<file path="config.mk">
export PLATFORM = sky130hd
export DESIGN_NAME = div_issue_ctrl
export DESIGN_NICKNAME = d
export VERILOG_FILES = /design/src/rtl/div_issue_ctrl_pkg.sv /design/src/rtl/div_special_case.sv /design/src/rtl/div_issue_ctrl.sv
export SDC_FILE = /design/constraint.sdc
export NUM_CORES = 1
export LEC_CHECK = 0
export CAP_MARGIN = 10
export CORE_AREA = 5 5 180 182
export DETAILED_ROUTE_END_ITERATION = 7
export DIE_AREA = 0 0 185 187
export HOLD_SLACK_MARGIN = 0.15
export PLACE_DENSITY_LB_ADDON = 0.08
export REMOVE_ABC_BUFFERS = 1
export SYNTH_ARGS = -nofsm -noshare
export SYNTH_HDL_FRONTEND = slang
export SYNTH_SLANG_ARGS = --single-unit
</file>
<file path="constraint.sdc">
create_clock -name Clk -period 3.1 [get_ports Clk]
set_clock_uncertainty 0.05 [all_clocks]
set_input_delay 0.93 -clock Clk [delete_from_list [all_inputs] [get_ports Clk]]
set_output_delay 0.93 -clock Clk [all_outputs]
set_load 0.03 [all_outputs]
</file>
<file path="src/rtl/div_issue_ctrl_pkg.sv">
// Shared types and constants for the divider issue controller.
package div_issue_ctrl_pkg;

    typedef enum logic [1:0] {
        IDLE  = 2'd0,
        RUN   = 2'd1,
        DRAIN = 2'd2,
        RESP  = 2'd3
    } state_t;

    localparam logic [2:0] FUNCT3_DIV  = 3'b100;
    localparam logic [2:0] FUNCT3_DIVU = 3'b101;
    localparam logic [2:0] FUNCT3_REM  = 3'b110;
    localparam logic [2:0] FUNCT3_REMU = 3'b111;

    localparam logic [6:0] OPCODE_OP   = 7'b0110011;
    localparam logic [6:0] OPCODE_OP32 = 7'b0111011;

    localparam int unsigned LAT_MAX_DEFAULT = 80;

endpackage

</file>
<file path="src/rtl/div_special_case.sv">
// Detects divide-by-zero and signed overflow and produces the architectural
// result for them without involving the divider core.
module div_special_case
    import div_issue_ctrl_pkg::*;
#(
    parameter int unsigned DATA_W = 64
) (
    input  logic [DATA_W-1:0] dividend,
    input  logic [DATA_W-1:0] divisor,
    input  logic [2:0]        funct3,
    input  logic              word,
    output logic              is_special,
    output logic [DATA_W-1:0] special_result
);

    logic              is_signed;
    logic              is_rem;
    logic              div_by_zero;
    logic              overflow;
    logic [DATA_W-1:0] dividend_ext;
    logic [DATA_W-1:0] quotient;
    logic [DATA_W-1:0] remainder;

    always_comb begin
        is_signed = !funct3[0];
        is_rem    = funct3[1];

        // W-forms judge only the low halves; their results are always sign-extended.
        if (word) begin
            div_by_zero  = (divisor[31:0] == '0);
            overflow     = is_signed && (dividend[31:0] == 32'h8000_0000)
                           && (divisor[31:0] == '1);
            dividend_ext = {{(DATA_W-32){dividend[31]}}, dividend[31:0]};
        end else begin
            div_by_zero  = (divisor == '0);
            overflow     = is_signed && (dividend == {1'b1, {(DATA_W-1){1'b0}}})
                           && (divisor == '1);
            dividend_ext = dividend;
        end

        if (div_by_zero) begin
            quotient  = '1;
            remainder = dividend_ext;
        end else begin
            quotient  = dividend_ext;
            remainder = '0;
        end

        is_special     = funct3[2] && (div_by_zero || overflow);
        special_result = is_rem ? remainder : quotient;
    end

endmodule

</file>
<file path="src/rtl/div_issue_ctrl.sv">
// Issue controller sequencing RV64M divide/remainder requests through the shared
// divider core. Optional watchdog: define DIV_ISSUE_CTRL_WATCHDOG_EN.
module div_issue_ctrl
    import div_issue_ctrl_pkg::*;
#(
    parameter int unsigned DATA_W  = 64,
    parameter int unsigned ADDR_W  = 5,
    parameter int unsigned LAT_MAX = LAT_MAX_DEFAULT
) (
    input  logic              Clk,
    input  logic              Rst,
    input  logic              ReqValid,
    output logic              ReqReady,
    input  logic [DATA_W-1:0] ReqDividend,
    input  logic [DATA_W-1:0] ReqDivisor,
    input  logic [2:0]        ReqFunct3,
    input  logic              ReqWord,
    input  logic [ADDR_W-1:0] ReqWriteAddr,
    input  logic              Flush,
    output logic              CoreStart,
    output logic              CoreKill,
    output logic [DATA_W-1:0] CoreDividend,
    output logic [DATA_W-1:0] CoreDivisor,
    output logic              CoreSigned,
    input  logic              CoreDone,
    input  logic [DATA_W-1:0] CoreQuotient,
    input  logic [DATA_W-1:0] CoreRemainder,
    output logic              RspValid,
    input  logic              RspReady,
    output logic [DATA_W-1:0] RspData,
    output logic [ADDR_W-1:0] RspWriteAddr,
    output logic              RspErr,
    output logic              Busy
);

    state_t            state;
    logic              rem_q;
    logic              word_q;
    logic              accept;
    logic              is_special;
    logic [DATA_W-1:0] special_result;
    logic [DATA_W-1:0] ext_dividend;
    logic [DATA_W-1:0] ext_divisor;
    logic [DATA_W-1:0] core_sel;
    logic [DATA_W-1:0] core_result;

`ifdef DIV_ISSUE_CTRL_WATCHDOG_EN
    localparam logic [7:0] WD_LIMIT = 8'(LAT_MAX - 1);
    logic [7:0] wd_cnt;
    logic       wd_fired;
    logic       err_q;
    assign RspErr = err_q;
`else
    assign RspErr = 1'b0;
`endif

    assign ReqReady = (state == IDLE) && !Flush && !Rst;
    assign accept   = ReqValid && ReqReady;
    assign Busy     = (state != IDLE);

    div_special_case #(
        .DATA_W(DATA_W)
    ) u_special (
        .dividend      (ReqDividend),
        .divisor       (ReqDivisor),
        .funct3        (ReqFunct3),
        .word          (ReqWord),
        .is_special    (is_special),
        .special_result(special_result)
    );

    always_comb begin
        if (ReqWord) begin
            ext_dividend = {{(DATA_W-32){!ReqFunct3[0] && ReqDividend[31]}}, ReqDividend[31:0]};
            ext_divisor  = {{(DATA_W-32){!ReqFunct3[0] && ReqDivisor[31]}}, ReqDivisor[31:0]};
        end else begin
            ext_dividend = ReqDividend;
            ext_divisor  = ReqDivisor;
        end
        core_sel    = rem_q ? CoreRemainder : CoreQuotient;
        core_result = word_q ? {{(DATA_W-32){core_sel[31]}}, core_sel[31:0]} : core_sel;
    end

    always_ff @(posedge Clk) begin
        if (Rst) begin
            state        <= IDLE;
            rem_q        <= 1'b0;
            word_q       <= 1'b0;
            CoreStart    <= 1'b0;
            CoreKill     <= 1'b0;
            CoreDividend <= '0;
            CoreDivisor  <= '0;
            CoreSigned   <= 1'b0;
            RspValid     <= 1'b0;
            RspData      <= '0;
            RspWriteAddr <= '0;
`ifdef DIV_ISSUE_CTRL_WATCHDOG_EN
            wd_cnt       <= '0;
            wd_fired     <= 1'b0;
            err_q        <= 1'b0;
`endif
        end else begin
            CoreStart <= 1'b0;
            CoreKill  <= 1'b0;
            case (state)
                IDLE: begin
                    if (accept) begin
                        rem_q        <= ReqFunct3[1];
                        word_q       <= ReqWord;
                        CoreDividend <= ext_dividend;
                        CoreDivisor  <= ext_divisor;
                        CoreSigned   <= !ReqFunct3[0];
                        RspWriteAddr <= ReqWriteAddr;
                        if (is_special) begin
                            RspData  <= special_result;
                            RspValid <= 1'b1;
                            state    <= RESP;
                        end else begin
                            CoreStart <= 1'b1;
                            state     <= RUN;
`ifdef DIV_ISSUE_CTRL_WATCHDOG_EN
                            wd_cnt    <= '0;
`endif
                        end
                    end
                end
                RUN: begin
`ifdef DIV_ISSUE_CTRL_WATCHDOG_EN
                    wd_cnt <= wd_cnt + 8'd1;
`endif
                    // A done coinciding with a flush means the core is already idle: no kill.
                    if (Flush) begin
                        CoreKill <= !CoreDone;
                        state    <= CoreDone ? IDLE : DRAIN;
                    end else if (CoreDone) begin
                        RspData  <= core_result;
                        RspValid <= 1'b1;
                        state    <= RESP;
                    end
`ifdef DIV_ISSUE_CTRL_WATCHDOG_EN
                    else if (wd_cnt == WD_LIMIT) begin
                        CoreKill <= 1'b1;
                        wd_fired <= 1'b1;
                        state    <= DRAIN;
                    end
`endif
                end
                DRAIN: begin
                    if (CoreDone) begin
                        state <= IDLE;
`ifdef DIV_ISSUE_CTRL_WATCHDOG_EN
                        if (wd_fired) begin
                            wd_fired <= 1'b0;
                            err_q    <= 1'b1;
                            RspData  <= '0;
                            RspValid <= 1'b1;
                            state    <= RESP;
                        end
`endif
                    end
                end
                RESP: begin
                    if (Flush || RspReady) begin
                        RspValid <= 1'b0;
                        state    <= IDLE;
`ifdef DIV_ISSUE_CTRL_WATCHDOG_EN
                        err_q    <= 1'b0;
`endif
                    end
                end
                default: state <= IDLE;
            endcase
        end
    end

endmodule

</file>
---- Word-level counts from Yosys, hierarchy flattened ----
Cells that the tools add are included.
storage, ports and cells
  bits in registers ....................... 205
  bits of input ports ..................... 271
operators by class
  equality and inequality tests ........... 14
  multiplexer cells ....................... 30
  bitwise logic cells ..................... 4
  reductions and logical operators ........ 28
operators with widths
  operator                number
  $mux W64                12
  $eq A64 B64 Y1 const B  2
  $pmux W64 S2            1
  $eq A32 B32 Y1 const B  2
  $logic_not A64 Y1       1
  $logic_not A32 Y1       1
  $mux W2                 7
  $ne A2 B2 Y1 const B    6
  $logic_and A1 B1 Y1     10
  $mux W1                 8
  $pmux W2 S4             1
  $reduce_and A6 Y1       1
  $reduce_or A3 Y1        2
  $reduce_and A5 Y1       1
  $eq A2 B2 Y1 const B    2
  $logic_not A1 Y1        4
  $not A1 Y1              4
  $reduce_and A4 Y1       1
  $reduce_bool A2 Y1      2
  $ne A3 B3 Y1 const B    1
  $pmux W1 S3             1
  $reduce_bool A3 Y1      1
  $eq A2 B1 Y1 const B    1
  $logic_not A2 Y1        1
  2 further kinds         3

---- Logic depth before layout (Yosys ltp) ----
Gate-level depths: netlist (run 1).
  word-level depth ........................ 9
  mapped depth ............................ 9
  mapped depth without buffers ............ 7

---- Cells and area by module ----
A second synthesis (run 1) with hierarchy kept.
unflattened totals
  cell total of the unflattened synthesis .. 1297
  area, all modules ....................... 10191.0 um^2
modules (own cells, without submodules)
  module            instances  cells an instance  area each (um^2)  sequential area each (um^2)
  div_issue_ctrl    1          1074               8859.7            4103.9
  div_special_case  1          223                1331.3            0.0

---- Worst setup path before layout (run 1) ----
OpenSTA, ideal clock, no wires.
  path type ............................... in2reg
  start ................................... input ReqDividend[0]
  end ..................................... register RspData[3]
  data arrival time ....................... 2.954 ns
  required time ........................... 2.981 ns
  path slack .............................. 0.027 ns
  stages .................................. 9
  path through ............................ or4_1 or4_1 nor4_2 and4_1 o21ai_1 and2_1 buf_6 buf_6 o21ai_1
between the ends
  cells in the longest elaborated chain, start to end .. 8
  elaborated cells on any way between the ends .. 11
ends and longest elaborated chain
  item                                                     line                                            source
  start, declared                                          div_issue_ctrl.sv:14                            input logic [DATA_W-1:0] ReqDividend,
  $eq A64 B64 Y1 / $eq A32 B32 Y1 (equally long branches)  div_special_case.sv:36, div_special_case.sv:31
  $logic_and A1 B1 Y1 (on tied branches)                   div_special_case.sv:36, div_special_case.sv:31
  $logic_and A1 B1 Y1 (on tied branches)                   div_special_case.sv:37, div_special_case.sv:32
  $mux W1 *                                                div_special_case.sv:29                          if (word) begin
  $logic_or A1 B1 Y1 *                                     div_special_case.sv:49                          is_special = funct3[2] && (div_by_zero || overflow);
  $logic_and A1 B1 Y1 *                                    div_special_case.sv:49
  $ne A2 B2 Y1 (no line) *                                 -
  $reduce_and A5 Y1 (no line) *                            -
  end signal, assigned                                     div_issue_ctrl.sv:115                           RspData <= special_result;
  end signal, assigned                                     div_issue_ctrl.sv:136                           RspData <= core_result;
  end, declared                                            div_issue_ctrl.sv:30                            output logic [DATA_W-1:0] RspData,
Mark *: on every way between the ends. The rest lies on a longest branch, timed or not.
A chain may end at the register's enable or synchronous reset.

---- Final worst setup path (run 1) ----
  start ................................... input ReqDividend[57]
  end ..................................... register RspData[26]
between the ends
  cells in the longest elaborated chain, start to end .. 8
ends and longest elaborated chain
  item                         line                    source
  $eq A64 B64 Y1               div_special_case.sv:36  overflow = is_signed && (dividend == {1'b1, {(DATA_W-1){1'b0}}})
  $logic_and A1 B1 Y1          div_special_case.sv:36
  $logic_and A1 B1 Y1          div_special_case.sv:37  && (divisor == '1);
  $mux W1                      div_special_case.sv:29
  $logic_or A1 B1 Y1           div_special_case.sv:49
  $logic_and A1 B1 Y1          div_special_case.sv:49
  $ne A2 B2 Y1 (no line)       -
  $reduce_and A5 Y1 (no line)  -
Every way passes these cells.

==> results of run 1 <==
state kept, by name, summed over array words and instances (netlist names):
register / flops
CoreDivisor: 64
RspData: 64
CoreKill: 1
CoreStart: 1
state: 2
CoreSigned: 1
RspWriteAddr: 5
CoreDividend: 64
rem_q: 1
word_q: 1
RspValid: 1
area by class of cell:
cell class              count  area (um2)
diodes                      1        2.50
clock buffers              43         847
clock inverters             3        15.0
fillers                  2803       12800
inverters                   6        23.8
multi-input cells         931        5660
flip-flops and latches    205        4110
well taps                 396         495
repair buffers            635        6440
worst paths after layout:
path / end / slack, ps / cells past startpoint
worst max-delay path: RspData[26] / 30 / 11
worst min-delay path: RspWriteAddr[4] / 400 / 2
worst min register to register: RspWriteAddr[4] / 400 / 2
worst max register to register: RspData[26] / 1220 / 8
worst min-delay path, delay by kind of cell (launching register included):
family             cells  cell delay, ps
DFF                    1             300
and+or+nand+nor        1              50
AOI/OAI and AO/OA      1              50
per-stage QoR:
step | power (mW) | setup slack [ps] | hold slack [ps]
5_1_grt | 7.62 | -4.98 | 422
3_3_place_gp | 4.31 | -857 | 391
3_5_place_dp | 4.32 | -866 | 396
4_1_cts | 7.36 | 3.38 | 404
2_1_floorplan | 3.41 | -8440 | 477
6_report | 7.31 | 33.2 | 402
cell families after synthesis:
family                 synth area share (%)
buffers and inverters                  5.92
AO/OA/AOI/OAI                          26.6
multiplexers                           6.34
AND/OR/NAND/NOR                        20.4
flip-flops                             40.5
XOR/XNOR                             0.0865
other                                0.0370
cells in the mapped netlist, drive strengths merged:
cell type and n:
nand4 83, nor3b 1, nand3 2, clkbuf 113
nor3 4, xor2 1, nor2 73, nor4b 4
a22o 1, buf 24, and4 1, or4 4
nand2b 31, mux2i 63, a221o 31, o21ai 100
nand4b 2, nor4bb 1, o211ai 32, nor4 29
and3 2, inv 6, nand3b 1, nand2 182
or4b 1, a31oi 35, nor2b 1, mux2 1
a32o 1, a211oi 65, or3 3, a21oi 172
and2 2, dfxtp 205, conb 1
per-layer routing:
metal  vias up  part of all wire (%)
met2       421                    49
met5         -                 0.028
met1      5576                    41
met3        62                   7.7
li1       5806                     -
met4         2                   2.6
power groups by stage:
stage / logic, mW / registers (mW) / clock network (mW)
floorplan: 0.414 / 3.00 / 0
global placement: 1.49 / 2.82 / 0
detailed placement: 1.50 / 2.82 / 0
CTS: 1.51 / 2.77 / 3.08
global route: 1.63 / 2.78 / 3.22
finish: 1.52 / 2.77 / 3.02
timing repair:
action                                  in CTS  in global routing
hold endpoints to repair                     0                  0
endpoints found under the setup margin      65                 65
buffers inserted                             2                  1
gates cloned                                 4                  9
pin swaps                                   21                 23
gates resized for setup                     42                 36
==> reports/qor.yml, run 1 <==
run_status:
  status: "finished, final reports clean"
critical_path:
  cp_cell_sequence: "clkdlybuf4s50_1 -> nor4_2 -> buf_4 -> nand4_1 -> nor4_4 -> and4_4 -> o21ai_4 -> buf_12 -> clkbuf_16 -> nand4_1 -> o21ai_2"
  cpPeakStageDelay_ps: 440
  crit_family: "simple AND/OR/NAND/NOR gates"
  startpoint: "ReqDividend[57]"
  r2r_start: "state[1]"
  path_buf_inv: 4
  cp_data_required_time_ps: 3460
  critPathMaxFanout: 9
  cp.arrival_ps: 3420
  cp_common_cell: "nand4_1"
  end_kind: "register"
  cp-start-kind: "input port"
  worstSetupPathType: "in2reg"
  cp_slowest_cell: "clkdlybuf4s50_1"
grt:
  antenna_found_initial: 2
  use_met2_pct: 41.7
  grt_max_degree: 152
  grt_pass1_wl_um: 67800
  use_met3_pct: 5.58
  gr-usage-met1_pct: 30.8
  first_global_vias: 11500
  grt_overflow: 0
  grt_busiest_layer: "met2"
  grt_use_total_pct: 24.3
pwr:
  p_comb_share_pct: 20.8
  p_per_area_mw_per_mm2: 415
  power_frac_seq_pct: 37.9
  vdd_drop_max_v: 0.000349
  pwr-share-clk_pct: 41.3
  switching_power_mw: 1.99
  power_leakage_nw: 6.18
  switching_share_pct: 27.2
  internal-power_mw: 5.32
synthesis:
  ys_types: 43
  yosysTopAreaCell: "dfxtp_1"
  synth-seq-cells: 205
  synth_top_area_share_pct: 40.5
  ys_seq_area_share_pct: 40.5
  syn_inst: 1278
  ys_warn_count: 0
  synth_area_leaders: "dfxtp_1, a21oi_1, nand2_1"
  avgSynthCellArea_um2: 7.92
  synth_area_mm2: 0.0101
floorplanning:
  core_mm2: 0.0304
  start_util_pct: 33.3
  die_h_um: 187
  dieArea_mm2: 0.0346
  die_width_um: 185
  pin_count: 475
  std_cell_rows: 64
placement:
  hpwlAfterDp_um: 31800
  portBuffers: 473
  placedCellCount: 2158
  gp_congestion: 0.835
  place_area_mm2: 0.0162
sta:
  slew_headroom_pct: 43.3
  fmax_mhz: 326
  fin_crit_ps: 3070
  worst_pin_slew_ps: 851
  drv_slew: 0
  setup_viol_count_final: 0
  hold_viol: 0
  finalSetupTns_ps: 0
  fin_crit_sh_pct: 98.9
drt:
  wl_per_cell_um: 20.8
  num_vias: 11900
  viasPerCell: 5.35
  finalWirelength_um: 46100
  drt_iter0_drc: 821
  dr.pass1.iters: 4
  postRouteAntennaNets: 0
  drcViolationCount: 0
clock_tree:
  cts.sinks: 205
  cts_buffers: 26
  htree_num_levels: 1
  holdBufCountCts: 0
  clk_pin_slew_worst_paths_ps: 50
  cts_buffer_depth: 3
  clk_latency_ps: 530
  root_buffer: "clkbuf_16"
  cts_tree: "built"
finish:
  final_nets: 2076
  drive_gt1_share_pct: 14.5
  final_area_mm2: 0.0176
  fin_util_pct: 57.8
  stdcell_count: 2220
  area_growth_pct: 73.7
  layout_commonest_cell: "clkdlybuf4s50_1"
  layout_common_cells: "clkdlybuf4s50_1, dfxtp_1, nand2_1"
worst_hold_path:
  holdCritStartpoint: "RspWriteAddr[4]"
  hp-class: "reg2reg"
flow_run:
  drv_cap: 0
Note: power is estimated with default switching activity, not from simulation.
==> run 2: changes to the inputs <==
Settings changed: TNS_END_PERCENT from default to 50.
==> run 2 against run 1 <==
  * Final area is 0.11% lower
  * Worst hold slack hardly changed
  * Final cell count hardly changed
  * Maximum frequency is 0.35% higher
  * Non-clock buffer count is 1 lower
  * Clock power hardly changed
  * Sequential share of layout area hardly changed
  * Utilization is 0.062 points lower
  * Worst setup slack better by 11 ps
  * Register-to-register slack hardly changed
  * Critical endpoint is now RspData[17]
==> reports/qor.yml, run 2 (synthesis gave the netlist of run 1 again) <==
floorplanning:
  die_h_um: 187
  std_cell_rows: 64
  die_width_um: 185
  dieArea_mm2: 0.0346
  pin_count: 475
  start_util_pct: 33.3
  core_mm2: 0.0304
sta:
  hold_viol: 0
  setup_viol_count_final: 0
  fin_crit_ps: 3060
  finalSetupTns_ps: 0
  fin_crit_sh_pct: 98.6
  worst_pin_slew_ps: 828
  finalWorstSetupSlack_ps: 43.8
  drv_slew: 0
  fmax_mhz: 327
  hold_ws_ps: 402
  slew_headroom_pct: 44.8
placement:
  pre_cts_ws_ps: -866
  hpwlAfterDp_um: 31800
  placedCellCount: 2158
  portBuffers: 473
  gp_congestion: 0.835
  place_area_mm2: 0.0162
grt:
  grt_overflow: 0
  grt_busiest_layer: "met2"
  grt_pass1_wl_um: 67800
  use_met2_pct: 41.7
  antenna_found_initial: 2
  gr-usage-met1_pct: 30.8
  first_global_vias: 11500
  use_met3_pct: 5.58
  grt_use_total_pct: 24.3
  grt_max_degree: 152
drt:
  wl_per_cell_um: 20.7
  drt_iter0_drc: 760
  finalWirelength_um: 45900
  postRouteAntennaNets: 0
  drcViolationCount: 0
  dr.pass1.iters: 5
  viasPerCell: 5.35
  num_vias: 11900
critical_path:
  path_buf_inv: 3
  startpoint: "ReqDividend[57]"
  r2r_cells: 7
  crit_end: "RspData[17]"
  rrSetupSlack_ps: 1220
  crit_family: "simple AND/OR/NAND/NOR gates"
  cp_data_required_time_ps: 3510
  cp_cell_sequence: "clkdlybuf4s50_1 -> nor4_2 -> buf_4 -> nand4_1 -> nor4_4 -> and4_4 -> o21ai_4 -> and2_4 -> clkbuf_16 -> o21ai_1"
  r2r_start: "state[1]"
  r2r-end: "RspData[17]"
  cpPeakStageDelay_ps: 440
  crit_cells: 10
  worstSetupPathType: "in2reg"
  cp.arrival_ps: 3460
  cp_slowest_cell: "clkdlybuf4s50_1"
  cp-start-kind: "input port"
  critPathMaxFanout: 7
  end_kind: "register"
clock_tree:
  cts.sinks: 205
  cts_buffers: 26
  root_buffer: "clkbuf_16"
  clk_latency_ps: 530
  cts_tree: "built"
  clk_pin_slew_worst_paths_ps: 60
  cts_buffer_depth: 3
  htree_num_levels: 1
finish:
  stdcell_count: 2219
  area_growth_pct: 73.6
  layout_commonest_cell: "clkdlybuf4s50_1"
  fillers: 2802
  final_area_mm2: 0.0176
  final_nets: 2075
  drive_gt1_share_pct: 14.3
  fin_util_pct: 57.7
  layout_common_cells: "clkdlybuf4s50_1, dfxtp_1, nand2_1"
  reg_top3: "CoreDividend: 64 flops, CoreDivisor: 64 flops, RspData: 64 flops"
pwr:
  power_leakage_nw: 6.17
  vdd_drop_max_v: 0.000349
  finalPower_mw: 7.31
  p_per_area_mw_per_mm2: 416
flow_run:
  drv_cap: 0
worst_hold_path:
  hp-class: "reg2reg"
run_status:
  status: "finished, final reports clean"
run 2: changes by cell type in the layout (fill, tap and decap cells not counted):
cell	previous run	this run
buf_6	4	3
o21ai_1	41	43
o21ai_2	23	21
run 2: worst min-delay path by stage:
stage	start	end	slack, ps	cells after the start
after detailed placement	CoreDivisor[8]	CoreDivisor[8]	400	2
after floorplan	state[0]	CoreKill	480	2
after global routing	CoreDividend[25]	CoreDividend[25]	420	2
after CTS	CoreDivisor[8]	CoreDivisor[8]	400	2
after global placement	RspWriteAddr[3]	RspWriteAddr[3]	390	2
final	CoreDivisor[8]	CoreDivisor[8]	400	2
run 2: timing repair:
| action | CTS | global route |
|---|---|---|
| setup endpoints to repair | 65 | 65 |
| gates cloned | 4 | 8 |
| pin swaps | 21 | 23 |
| hold buffers | 0 | 0 |
| setup buffers | 2 | 1 |
| gates resized for setup | 42 | 34 |
run 2: per-layer routing:
| layer | part of all wire (%) | wire (um) | up-vias |
|---|---|---|---|
| li1 | - | - | 5802 |
| met1 | 41 | 18700 | 5563 |
| met2 | 49 | 22300 | 441 |
| met3 | 7.8 | 3560 | 66 |
| met4 | 2.7 | 1260 | 2 |
| met5 | 0.028 | 13 | - |
run 2: power breakdown:
group          internal (mW)  switching [mW]  total, mW
combinational          0.754           0.765       1.52
sequential              2.72          0.0455       2.77
clock                   1.84            1.18       3.02
run 2: area by class of cell:
cell class | count | area [um2] | area share [%]
diodes | 1 | 2.50 | 0.0142
repair buffers | 634 | 6430 | 36.6
flip-flops and latches | 205 | 4110 | 23.4
clock inverters | 3 | 15.0 | 0.0854
clock buffers | 43 | 847 | 4.82
multi-input cells | 931 | 5650 | 32.2
well taps | 396 | 495 | 2.82
inverters | 6 | 23.8 | 0.135
run 2: worst min-delay path, cell delays in order (launching register included):
cell     delay [ps]
dfxtp_1         310
nand2_1          50
a21oi_1          50
